### src/rtl/key_debounce_buffer.sv
// ---- key_debounce_buffer: window-based key debouncer with 4-digit entry buffer ----
// ---- rev 1.0 ----------------------------------------------------------------------
`default_nettype none

module key_debounce_buffer #(
  parameter int DEBOUNCE_WIN = 5
) (
  input  logic        clk_1khz,
  input  logic        rst,
  input  logic        en,
  input  logic [3:0]  key_in,
  output logic        key_valid,
  output logic [3:0]  key_code,
  output logic [15:0] digits,
  output logic [2:0]  digit_cnt,
  output logic        busy
);

  localparam logic [3:0] C_WIN       = 4'(DEBOUNCE_WIN);
  localparam logic [3:0] C_CLEAR_KEY = 4'hF;
  localparam logic [2:0] C_MAX_DIG   = 3'd4;

  localparam logic [1:0] S_IDLE         = 2'd0;
  localparam logic [1:0] S_PRESS_WAIT   = 2'd1;
  localparam logic [1:0] S_HELD         = 2'd2;
  localparam logic [1:0] S_RELEASE_WAIT = 2'd3;

  logic [1:0]  r_wcnt;
  logic        r_hit;
  logic [3:0]  r_wcode;
  logic        r_conflict;

  logic [1:0]  r_state;
  logic [1:0]  w_state_nxt;
  logic [3:0]  r_dcnt;
  logic [3:0]  w_dcnt_nxt;
  logic [3:0]  r_cand;
  logic [3:0]  w_cand_nxt;
  logic        w_confirm;
  logic        w_busy;

  logic        r_key_valid;
  logic [3:0]  r_key_code;
  logic [15:0] r_digits;
  logic [2:0]  r_digit_cnt;

  // Window summary including the current cycle, so the wcnt=3 inputs count.
  logic        w_hit;
  logic [3:0]  w_code;
  logic        w_conflict;
  logic        w_win_end;
  logic        w_empty;
  logic [3:0]  w_dcnt_inc;

  assign w_hit      = r_hit | en;
  assign w_code     = r_hit ? r_wcode : key_in;
  assign w_conflict = r_conflict | (r_hit & en & (key_in != r_wcode));
  assign w_win_end  = (r_wcnt == 2'd3);
  assign w_empty    = ~w_hit;
  assign w_dcnt_inc = r_dcnt + 4'd1;

  always_ff @(posedge clk_1khz or posedge rst) begin
    if (rst) begin
      r_wcnt     <= 2'd0;
      r_hit      <= 1'b0;
      r_wcode    <= 4'd0;
      r_conflict <= 1'b0;
    end else begin
      r_wcnt <= r_wcnt + 2'd1;
      if (w_win_end) begin
        r_hit      <= 1'b0;
        r_wcode    <= 4'd0;
        r_conflict <= 1'b0;
      end else begin
        r_hit      <= w_hit;
        r_wcode    <= w_code;
        r_conflict <= w_conflict;
      end
    end
  end

  always_ff @(posedge clk_1khz or posedge rst) begin
    if (rst) begin
      r_state <= S_IDLE;
      r_dcnt  <= 4'd0;
      r_cand  <= 4'd0;
    end else begin
      r_state <= w_state_nxt;
      r_dcnt  <= w_dcnt_nxt;
      r_cand  <= w_cand_nxt;
    end
  end

  always_comb begin
    w_state_nxt = r_state;
    w_dcnt_nxt  = r_dcnt;
    w_cand_nxt  = r_cand;
    w_confirm   = 1'b0;
    if (w_win_end) begin
      case (r_state)
        S_IDLE: begin
          if (w_hit && !w_conflict) begin
            w_cand_nxt = w_code;
            w_dcnt_nxt = 4'd1;
            if (C_WIN == 4'd1) begin
              w_state_nxt = S_HELD;
              w_confirm   = 1'b1;
            end else begin
              w_state_nxt = S_PRESS_WAIT;
            end
          end
        end
        S_PRESS_WAIT: begin
          if (w_empty) begin
            w_state_nxt = S_IDLE;
            w_dcnt_nxt  = 4'd0;
          end else if (w_conflict) begin
            w_dcnt_nxt = 4'd0;
          end else if (w_code == r_cand) begin
            w_dcnt_nxt = w_dcnt_inc;
            if (w_dcnt_inc == C_WIN) begin
              w_state_nxt = S_HELD;
              w_confirm   = 1'b1;
            end
          end else begin
            w_cand_nxt = w_code;
            w_dcnt_nxt = 4'd1;
          end
        end
        S_HELD: begin
          if (w_empty) begin
            w_dcnt_nxt  = 4'd1;
            w_state_nxt = (C_WIN == 4'd1) ? S_IDLE : S_RELEASE_WAIT;
          end
        end
        S_RELEASE_WAIT: begin
          // Any key activity here is release bounce: resume HELD silently.
          if (!w_empty) begin
            w_state_nxt = S_HELD;
          end else begin
            w_dcnt_nxt = w_dcnt_inc;
            if (w_dcnt_inc == C_WIN) begin
              w_state_nxt = S_IDLE;
            end
          end
        end
        default: begin
          w_state_nxt = S_IDLE;
          w_dcnt_nxt  = 4'd0;
        end
      endcase
    end
  end

  always_comb begin
    w_busy = (r_state != S_IDLE);
  end

  always_ff @(posedge clk_1khz or posedge rst) begin
    if (rst) begin
      r_key_valid <= 1'b0;
      r_key_code  <= 4'd0;
      r_digits    <= 16'd0;
      r_digit_cnt <= 3'd0;
    end else begin
      r_key_valid <= w_confirm;
      if (w_confirm) begin
        r_key_code <= w_code;
        if (w_code == C_CLEAR_KEY) begin
          r_digits    <= 16'd0;
          r_digit_cnt <= 3'd0;
        end else begin
          r_digits <= {r_digits[11:0], w_code};
          if (r_digit_cnt != C_MAX_DIG) begin
            r_digit_cnt <= r_digit_cnt + 3'd1;
          end
        end
      end
    end
  end

  assign key_valid = r_key_valid;
  assign key_code  = r_key_code;
  assign digits    = r_digits;
  assign digit_cnt = r_digit_cnt;
  assign busy      = w_busy;

endmodule

`default_nettype wire

### config.mk
export PLATFORM = sky130hd
export DESIGN_NAME = key_debounce_buffer
export DESIGN_NICKNAME = d
export VERILOG_FILES = /design/src/rtl/key_debounce_buffer.sv
export SDC_FILE = /design/constraint.sdc
export NUM_CORES = 1
export LEC_CHECK = 0
export BUFFER_PORTS_ARGS = -buffer_cell sky130_fd_sc_hd__buf_2
export CAP_MARGIN = 20
export CORE_ASPECT_RATIO = 0.8
export CORE_MARGIN = 8
export CORE_UTILIZATION = 54
export DETAILED_ROUTE_END_ITERATION = 8
export MAX_ROUTING_LAYER = met4
export PLACE_DENSITY = 0.81
export SYNTH_ARGS = -nofsm -noshare
export SYNTH_HDL_FRONTEND = slang
export SYNTH_SLANG_ARGS = --single-unit
### constraint.sdc
create_clock -name clk_1khz -period 3.1 [get_ports clk_1khz]
set_clock_uncertainty 0.2 [all_clocks]
set_input_delay 0.62 -clock clk_1khz [delete_from_list [all_inputs] [get_ports clk_1khz]]
set_output_delay 0.62 -clock clk_1khz [all_outputs]
set_load 0.1 [all_outputs]
==> results.txt, run 1 <==
Outcome - completed
Overflow after GRT - 0
Max frequency - 377.0 MHz
Commonest cells post-synth - 42 x dfrtp_1, 41 x nand2_1, 20 x o21ai_1
Final Cycle Share - 85.56%
Logic pwr share - 13.3%
Initial antenna violation count - 0
Pleak - 1.153 nW
Tmin final - 2.652 ns
Starting density of the core - 55.70%
Largest net degree at the start of global routing - 44
Final setup viols - 0
Die area - 6132 sq um
Share of power burned in registers - 46.5%
CTS HTree Levels - 2
RSZ-0062 raised after global routing - false
Placed cell area - 2312 sq um
Max Cap Violations - 0
Arrival time worst endpoint - 2.67 ns
Final Hold Fails - 0
CP max FO - 10
EDFF count, synth - 0
Post-Synthesis Cells - 217
Worst EP required - 3.12 ns
CP Class - reg -> reg
IO Count - 32
Asr flop ratio synth - 100.0%
Avg Inst Size Synth - 9.635 sq um
Top-count cell post-synth - dfrtp_1
Clk network pwr share - 40.2%
Max Slew Vio Count - 0
YS warnings - 0
IO buf count - 31
Internal - 0.9656 mW
Peak VDD IR - 0.3457 mV
DR vias - 1606
Switching part of the total - 25.90%
Ys flop type - dfrtp_1
PwrDens - 531.9 nW/um^2
Synth Register Bits - 42
CTS resizes - 0
Final WL - 4292 microns
Leading post-synthesis cells by cell area - dfrtp_1 50%, nand2_1 7.4%, o21ai_1 4.8%
Multi-input gate area - 940.9 sq um
Post-CTS Hold Buffers - 0
Core area - 3754 sq um
Fin area - 2450 sq um
Vias in the first global route - 1506
DRC - 0
DR vias/cell - 5.426
Worst setup EP type - register
Clock latency on the worst-skew pair - 0.30 ns
Die height - 71.66 microns
Max-slew headroom - 65.42%
P&R area growth vs syn - 17.18%
Antenna Nets Post-Route - 0
Worst-path clk slew - 0.09 ns
Clk root buf - clkbuf_8
Count of different cell masters after synthesis - 41
FP Rows - 20
Final GP Congestion - 0.8160
Avg WL per Cell - 14.50 microns
First-pass GRT wire length - 7493 microns
Max Root-Sink Buffers - 2
Total CTS buffers - 5
Nets - 263
Clk sinks - 42
GRT Util Overall - 15.88%
Post-CTS Setup Inserts - 0
Final HPWL DP - 3086 microns
FILL cells - 311
Starting DRT DRC Count - 135
Layout cells sized above 1 - 20.24%
Detailed Routing Iterations Pass 1 - 4
Hold Crit Class - in -> async
Diode count - 0
Crit path launch type - register
Register area - 1051 sq um
Chip width - 85.57 microns
Sw Pwr - 0.3375 mW
Largest area contributor in the synthesized netlist - dfrtp_1
Cell Area, Synth - 2091 sq um
Worst-Margin Slew - 0.5187 ns
Top-area cell type share of the netlist area - 50.27%
Setup_tns - 0 ns
Syn Nets - 229
TritonCTS clock tree - done
Sequential fraction of the synthesis area - 50.27%
==> worst max-delay path: stages (launching register included) <==
cell     delay, ns
dfrtp_1       0.65
mux2i_4       0.40
xnor2_1       0.15
nor4_4        0.28
buf_4         0.19
nor3b_1       0.28
nand4_1       0.20
o22ai_1       0.21
==> layout make-up <==
class	instances	area share, %
sequential	42	42.90
tap	44	2.247
clock inverter	3	2.809
clock buffer	5	2.809
timing repair buffer	37	8.682
multi-input combinational	151	38.41
inverter	14	2.145
==> per-stage QoR <==
| stage | util, % | hold slack, ns | instances | total power [mW] | worst slack, ns |
|---|---|---|---|---|---|
| 6_report | 65.27 | 0.2218 | 296 | 1.303 | 0.4477 |
| 5_1_grt | 65.27 | 0.2600 | 296 | 1.359 | 0.2649 |
| 4_1_cts | 65.27 | 0.2375 | 296 | 1.311 | 0.4345 |
| 3_5_place_dp | 61.60 | 0.2255 | 288 | 0.7902 | 0.2474 |
| 3_3_place_gp | 61.60 | 0.2182 | 288 | 0.7819 | 0.3483 |
| 2_1_floorplan | - | 0.2006 | 217 | 0.7449 | 0.6423 |
==> layout by cell type (no fill, tap or decap), types with 5 or more instances in the layout <==
cell / count
inv_1: 14
buf_4: 5
dfrtp_1: 42
buf_2: 31
xnor2_1: 5
nor2_1: 12
a21oi_1: 8
ha_1: 5
mux2i_1: 5
clkbuf_8: 5
nand2_1: 41
o21ai_1: 20
==> per-layer routing <==
metal | up-vias | routed length, microns | track usage [%]
met1 | 755 | 1996 | 20.28
met2 | 28 | 2004 | 23.02
met3 | 7 | 236 | 5.486
li1 | 816 | - | -
met4 | 0 | 55 | 5.233
met5 | - | 0 | -
==> state kept, by name (all words and copies together), names as in the netlist, named ones only <==
name,flops
r_state,1
r_wcnt,2
r_dcnt,4
r_hit,1
digits,16
r_conflict,1
r_wcode,4
key_code,4
digit_cnt,3
r_cand,4
key_valid,1
==> kinds of logic after synthesis <==
logic type | count (synthesis) | share of synthesized area, %
and+or+nand+nor | 80 | 18.91
AOI/OAI and AO/OA | 49 | 14.12
DFF | 42 | 50.27
buffers and inverters | 24 | 4.728
xor gates and xnor gates | 9 | 3.770
muxes | 8 | 5.206
adders and majority gates | 5 | 2.992
==> path summary, 6_finish.rpt <==
check,to,start,slack (ns),cells after the start
min in group clk_1khz,r_wcnt[0]$_DFF_PP0_,r_wcnt[0]$_DFF_PP0_,0.23,1
setup reg to reg,digit_cnt[1]$_DFFE_PP0P_,r_hit$_DFF_PP0_,0.45,7
hold / removal,key_valid$_DFF_PP0_,rst,0.22,3
setup / recovery,digit_cnt[1]$_DFFE_PP0P_,r_hit$_DFF_PP0_,0.45,7
hold reg to reg,r_wcnt[0]$_DFF_PP0_,r_wcnt[0]$_DFF_PP0_,0.23,1
max in group asynchronous,digits[1]$_DFFE_PP0P_,rst,2.11,3
==> power groups by stage <==
stage | sequential [mW] | clock, mW | combinational (mW)
2_1_floorplan | 0.623 | 0 | 0.122
3_3_place_gp | 0.615 | 0 | 0.167
3_5_place_dp | 0.616 | 0 | 0.174
4_1_cts | 0.606 | 0.530 | 0.174
5_1_grt | 0.612 | 0.554 | 0.193
6_report | 0.606 | 0.524 | 0.173
(Power assumes the default switching activity.)
==> run 2: changes to the inputs <==
--- a/config.mk
+++ b/config.mk
@@ -12,7 +12,7 @@
 export CORE_UTILIZATION = 54
 export DETAILED_ROUTE_END_ITERATION = 8
 export MAX_ROUTING_LAYER = met4
-export PLACE_DENSITY = 0.81
+export PLACE_DENSITY = 0.76
 export SYNTH_ARGS = -nofsm -noshare
 export SYNTH_HDL_FRONTEND = slang
 export SYNTH_SLANG_ARGS = --single-unit
==> results.txt, run 2 (synthesis gave the netlist of run 1 again) <==
Outcome - completed
Final Hold Fails - 0
Layout cells sized above 1 - 19.60%
R2R depth - 7
Starting DRT DRC Count - 96
R2r setup slk - 0.44 ns
Final WL - 4122 microns
Clock latency on the worst-skew pair - 0.29 ns
Worst-Margin Slew - 0.5615 ns
Crit path cell chain - mux2i_4 -> xnor2_1 -> nor4_4 -> nand4bb_1 -> buf_4 -> nor2_1 -> o22a_1
Detailed Routing Iterations Pass 1 - 4
PwrDens - 464.3 nW/um^2
Final Cycle Share - 85.71%
Max-slew headroom - 62.57%
Worst Slack Setup Final - 0.4430 ns
Worst-path clk slew - 0.08 ns
Hold Crit Class - reg -> reg
DRC - 0
Largest net degree at the start of global routing - 43
Setup WS pre-CTS - 0.3437 ns
Starting density of the core - 55.70%
DR vias - 1576
Worst setup EP type - register
Critical Path Slowest Stage Cell - dfrtp_1
Diode count - 0
Util after Layout - 63.17%
First-pass GRT wire length - 6906 microns
Worst Hold Launch - r_wcnt[0]$_DFF_PP0_
Post-CTS Setup Inserts - 0
Max Cap Violations - 0
DR vias/cell - 5.361
Most frequent cells in the layout - 42 x dfrtp_1, 41 x nand2_1, 31 x buf_2
Reg-to-Reg End - digit_cnt[2]$_DFFE_PP0P_
Die area - 6132 sq um
RSZ-0062 raised after global routing - false
Max FFs per register - 16
Worst r2r src - r_hit$_DFF_PP0_
Die height - 71.66 microns
GRT Util Overall - 14.53%
Final setup viols - 0
Most common cell after layout, fill and taps aside - dfrtp_1
Worst path top cell family by delay - simple AND/OR/NAND/NOR gates
Post-CTS Hold Buffers - 0
Arrival time worst endpoint - 2.69 ns
Crit path launch type - register
Nets - 262
Initial antenna violation count - 0
Clk sinks - 42
Avg WL per Cell - 14.02 microns
Slowest cell delay on critical path - 0.64 ns
CTS resizes - 0
Finished Layout Cells - 294
Core area - 3754 sq um
IO buf count - 31
Bufs and invs on worst path - 1
Hold path endpoint - r_wcnt[0]$_DFF_PP0_
Setup_tns - 0 ns
Overflow after GRT - 0
Chip width - 85.57 microns
Final GP Congestion - 0.7786
Max Slew Vio Count - 0
P&R area growth vs syn - 13.40%
Placed cell area - 2292 sq um
FP Rows - 20
Worst EP required - 3.13 ns
Peak VDD IR - 0.2997 mV
CP Class - reg -> reg
Max frequency - 376.4 MHz
Pleak - 1.117 nW
Tmin final - 2.657 ns
IO Count - 32
Clk root buf - clkbuf_8
Fin area - 2371 sq um
CTS HTree Levels - 2
Max Root-Sink Buffers - 2
Total CTS buffers - 5
TritonCTS clock tree - done
CP max FO - 42
Final HPWL DP - 2976 microns
Placed Cells incl. Taps - 287
Vias in the first global route - 1485
Antenna Nets Post-Route - 0
Hold Path Depth - 1
==> run 2: how the worst max path moves through the flow <==
stage	slack [ns]	startpoint	depth (start not counted)	endpoint
final	0.44	r_hit$_DFF_PP0_	7	digit_cnt[2]$_DFFE_PP0P_
after global routing	0.28	r_hit$_DFF_PP0_	7	digit_cnt[2]$_DFFE_PP0P_
after CTS	0.45	r_hit$_DFF_PP0_	7	digits[5]$_DFFE_PP0P_
after detailed placement	0.34	key_in[0]	8	digit_cnt[2]$_DFFE_PP0P_
after global placement	0.39	key_in[1]	7	r_cand[2]$_DFFE_PP0P_
after floorplan	0.64	key_in[1]	7	digit_cnt[2]$_DFFE_PP0P_
==> run 2: routing by layer <==
metal,vias up,share of wire (%),routed length (microns),GRT usage (%)
met4,0,1.0,43,6.008
li1,807,-,-,-
met5,-,0,0,-
met3,5,4.8,198,3.657
met1,726,49,2004,18.87
met2,38,46,1876,21.13
==> run 2: cell type report <==
cell class              count  area (sq um)
clock buffers               5         68.82
clock inverters             2         10.01
fillers                   323          1383
inverters                  14         52.55
multi-input cells         151         940.9
flip-flops and latches     42          1051
well taps                  44         55.05
repair buffers             36         192.7
==> run 2: stage by stage <==
step	total power [mW]	hold WS, ns
detailed placement	0.7836	0.2247
finish	1.101	0.2366
floorplan	0.7449	0.2006
global placement	0.7790	0.2147
global route	1.157	0.2465
CTS	1.111	0.2389
==> run 2: power breakdown <==
| group | switching, mW | internal [mW] | leakage, nW |
|---|---|---|---|
| combinational | 0.102 | 0.0638 | 0.522 |
| sequential | 0.0305 | 0.576 | 0.551 |
| clock | 0.178 | 0.151 | 0.0438 |
| total | 0.310 | 0.791 | 1.12 |
==> run 2: worst reg2reg max path, cell delays in order, from the launching register on <==
cell	delay (ns)
dfrtp_1	0.64
mux2i_4	0.39
xnor2_1	0.14
nor4_4	0.47
nand4bb_1	0.20
buf_4	0.29
nor2_1	0.13
o22a_1	0.14
==> run 3: changes to the inputs <==
--- a/config.mk
+++ b/config.mk
@@ -5,14 +5,15 @@
 export SDC_FILE = /design/constraint.sdc
 export NUM_CORES = 1
 export LEC_CHECK = 0
+export ABC_AREA = 1
 export BUFFER_PORTS_ARGS = -buffer_cell sky130_fd_sc_hd__buf_2
 export CAP_MARGIN = 20
 export CORE_ASPECT_RATIO = 0.8
 export CORE_MARGIN = 8
-export CORE_UTILIZATION = 54
+export CORE_UTILIZATION = 51
 export DETAILED_ROUTE_END_ITERATION = 8
 export MAX_ROUTING_LAYER = met4
-export PLACE_DENSITY = 0.76
+export PLACE_DENSITY = 0.75
 export SYNTH_ARGS = -nofsm -noshare
 export SYNTH_HDL_FRONTEND = slang
 export SYNTH_SLANG_ARGS = --single-unit
==> constraint.sdc (replaced) <==
create_clock -name clk_1khz -period 2.2 [get_ports clk_1khz]
set_clock_uncertainty 0.2 [all_clocks]
set_input_delay 0.44 -clock clk_1khz [delete_from_list [all_inputs] [get_ports clk_1khz]]
set_output_delay 0.44 -clock clk_1khz [all_outputs]
set_load 0.1 [all_outputs]
==> results.txt, run 3 <==
Sequential fraction of the synthesis area - 48.05%
Syn Nets - 298
DR vias/cell - 4.870
Multiplexer share of the synthesized area - 0%
CTS HTree Levels - 2
Vias in the first global route - 1639
Final HPWL DP - 3390 microns
Post-Synthesis Cells - 286
Avg Inst Size Synth - 7.647 sq um
GRT Util Overall - 14.73%
Diode count - 0
Top-count cell post-synth - nand2_1
TritonCTS clock tree - done
Commonest cells post-synth - 117 x nand2_1, 42 x dfrtp_1, 31 x inv_1
Compound-gate portion of the synthesized area - 4.119%
Worst r2r src - r_wcode[0]$_DFF_PP0_
IO Count - 32
Layout cells sized above 1 - 18.96%
Sw Pwr - 0.7395 mW
FP Rows - 21
Placed Cells incl. Taps - 374
Post-Synth XOR/XNOR Area - 0.4005%
Finished Layout Cells - 384
Share of power burned in registers - 46.7%
Overflow after GRT - 0
Clk root buf - clkbuf_8
RSZ-0062 raised after global routing - false
Worst-Margin Slew - 0.5155 ns
Reg-to-Reg End - digits[11]$_DFFE_PP0P_
CP Class - reg -> out
Max Slew Vio Count - 0
Leading post-synthesis cells by cell area - dfrtp_1 48%, nand2_1 20%, nand3_1 6.2%
R2r setup slk - 0.19 ns
Outcome - completed
PwrDens - 786.9 nW/um^2
Final GP Congestion - 0.9026
Max FFs per register - 16
Final WL - 4460 microns
Final setup viols - 0
Tmin final - 2.037 ns
Main combinational cell family by area after synthesis - simple AND/OR/NAND/NOR gates
Most common cell after layout, fill and taps aside - nand2_1
DRC - 0
CP max FO - 7
Adder-cell area share of the yosys netlist - 2.860%
Arrival time worst endpoint - 1.40 ns
Logic pwr share - 27.7%
Max Root-Sink Buffers - 2
Setup_tns - 0 ns
Avg WL per Cell - 11.61 microns
Worst Slack Setup Final - 0.1627 ns
Starting DRT DRC Count - 96
Max frequency - 490.9 MHz
Detailed Routing Iterations Pass 1 - 4
Cell Area, Synth - 2187 sq um
DR vias - 1870
Synth Area in Simple Gates - 36.96%
Hold Crit Class - in -> async
Largest net degree at the start of global routing - 43
FILL cells - 387
Internal - 1.258 mW
Clk network pwr share - 25.6%
First-pass GRT wire length - 7272 microns
Top-area cell type share of the netlist area - 48.05%
Switching part of the total - 37.02%
Ys flop type - dfrtp_1
Final Hold Fails - 0
EDFF count, synth - 0
YS warnings - 0
Asr flop ratio synth - 100.0%
Clk sinks - 42
Chip width - 89.22 microns
Synth Register Bits - 42
Die area - 6653 sq um
Peak VDD IR - 0.4196 mV
P&R area growth vs syn - 16.08%
R2R depth - 13
Pleak - 1.470 nW
Antenna Nets Post-Route - 0
Worst setup EP type - primary output
Final Cycle Share - 92.60%
IO buf count - 31
Max-slew headroom - 65.63%
Worst EP required - 1.56 ns
Nets - 338
Most frequent cells in the layout - 117 x nand2_1, 41 x dfrtp_1, 31 x inv_1, 31 x buf_2, 27 x nand3_1
Starting density of the core - 52.68%
Worst-path clk slew - 0.09 ns
Max Cap Violations - 0
Initial antenna violation count - 0
Core area - 4151 sq um
Count of different cell masters after synthesis - 24
Crit path launch type - register
Clock latency on the worst-skew pair - 0.30 ns
Total CTS buffers - 5
Die height - 74.57 microns
Largest area contributor in the synthesized netlist - dfrtp_1
Setup WS pre-CTS - 0.001744 ns
## run 3: power by group through the flow
stage                     clock network, mW  registers, mW  logic (mW)
after floorplan                           0          0.943       0.424
after global placement                    0          0.945       0.552
after detailed placement                  0          0.948       0.560
after CTS                             0.524          0.934       0.561
after global routing                  0.558          0.945       0.621
final                                 0.511          0.934       0.554
## run 3: area by class of cell
cell class | count | area (sq um) | area share [%]
Sequential cell | 42 | 1052 | 41.45
Multi-Input combinational cell | 206 | 969.7 | 38.20
Timing Repair Buffer | 39 | 227.7 | 8.970
Inverter | 32 | 125.1 | 4.929
Tap cell | 57 | 71.32 | 2.809
Clock buffer | 5 | 68.82 | 2.711
Clock inverter | 3 | 23.77 | 0.9364
## run 3: per-stage QoR
stage                     hold WS (ns)  power (mW)  utilization (%)  cell area, sq um
after floorplan                 0.2006       1.367                -              2187
final                          0.04779       1.998            61.15              2539
after global routing           0.09379       2.125            61.15              2539
after CTS                      0.06955       2.018            60.46              2510
after global placement          0.2218       1.497            58.23              2417
after detailed placement        0.2214       1.508            58.23              2417
## run 3: critical path, stage by stage (launching register included)
cell     delay, ns
dfrtp_1       0.46
inv_1         0.14
nand2_1       0.09
buf_2         0.42
## run 3: worst max path at each step
stage	from	to	cells after the start
3_3_place_gp	r_hit$_DFF_PP0_	digit_cnt[1]$_DFFE_PP0P_	12
6_report	r_state[0]$_DFFE_PP0P_	busy	3
4_1_cts	r_hit$_DFF_PP0_	digit_cnt[1]$_DFFE_PP0P_	11
3_5_place_dp	key_in[2]	digit_cnt[1]$_DFFE_PP0P_	14
2_1_floorplan	digit_cnt[0]$_DFFE_PP0P_	digit_cnt[2]$_DFFE_PP0P_	6
5_1_grt	r_dcnt[0]$_DFFE_PP0P_	register	9
## run 3: layer usage
| metal | routed length, microns | track usage (%) | vias up |
|---|---|---|---|
| met1 | 2113 | 19.76 | 837 |
| met4 | 69 | 7.169 | 0 |
| li1 | - | - | 978 |
| met5 | 0 | - | - |
| met3 | 297 | 3.532 | 7 |
| met2 | 1980 | 20.26 | 48 |
## run 3: cells by family (layout without fill, tap and decap cells)
group	after synthesis	in the layout
simple gates	182	182
flops	42	42
buf+inv	38	79
compound gates	18	18
fa+ha+maj	5	5
xor+xnor	1	1
## run 3: what timing repair did
item | 4_1_cts | 5_1_grt
gates resized for setup | 0 | 1
setup endpoints to repair | 0 | 14
hold buffers | 0 | 0
setup buffers | 0 | 2
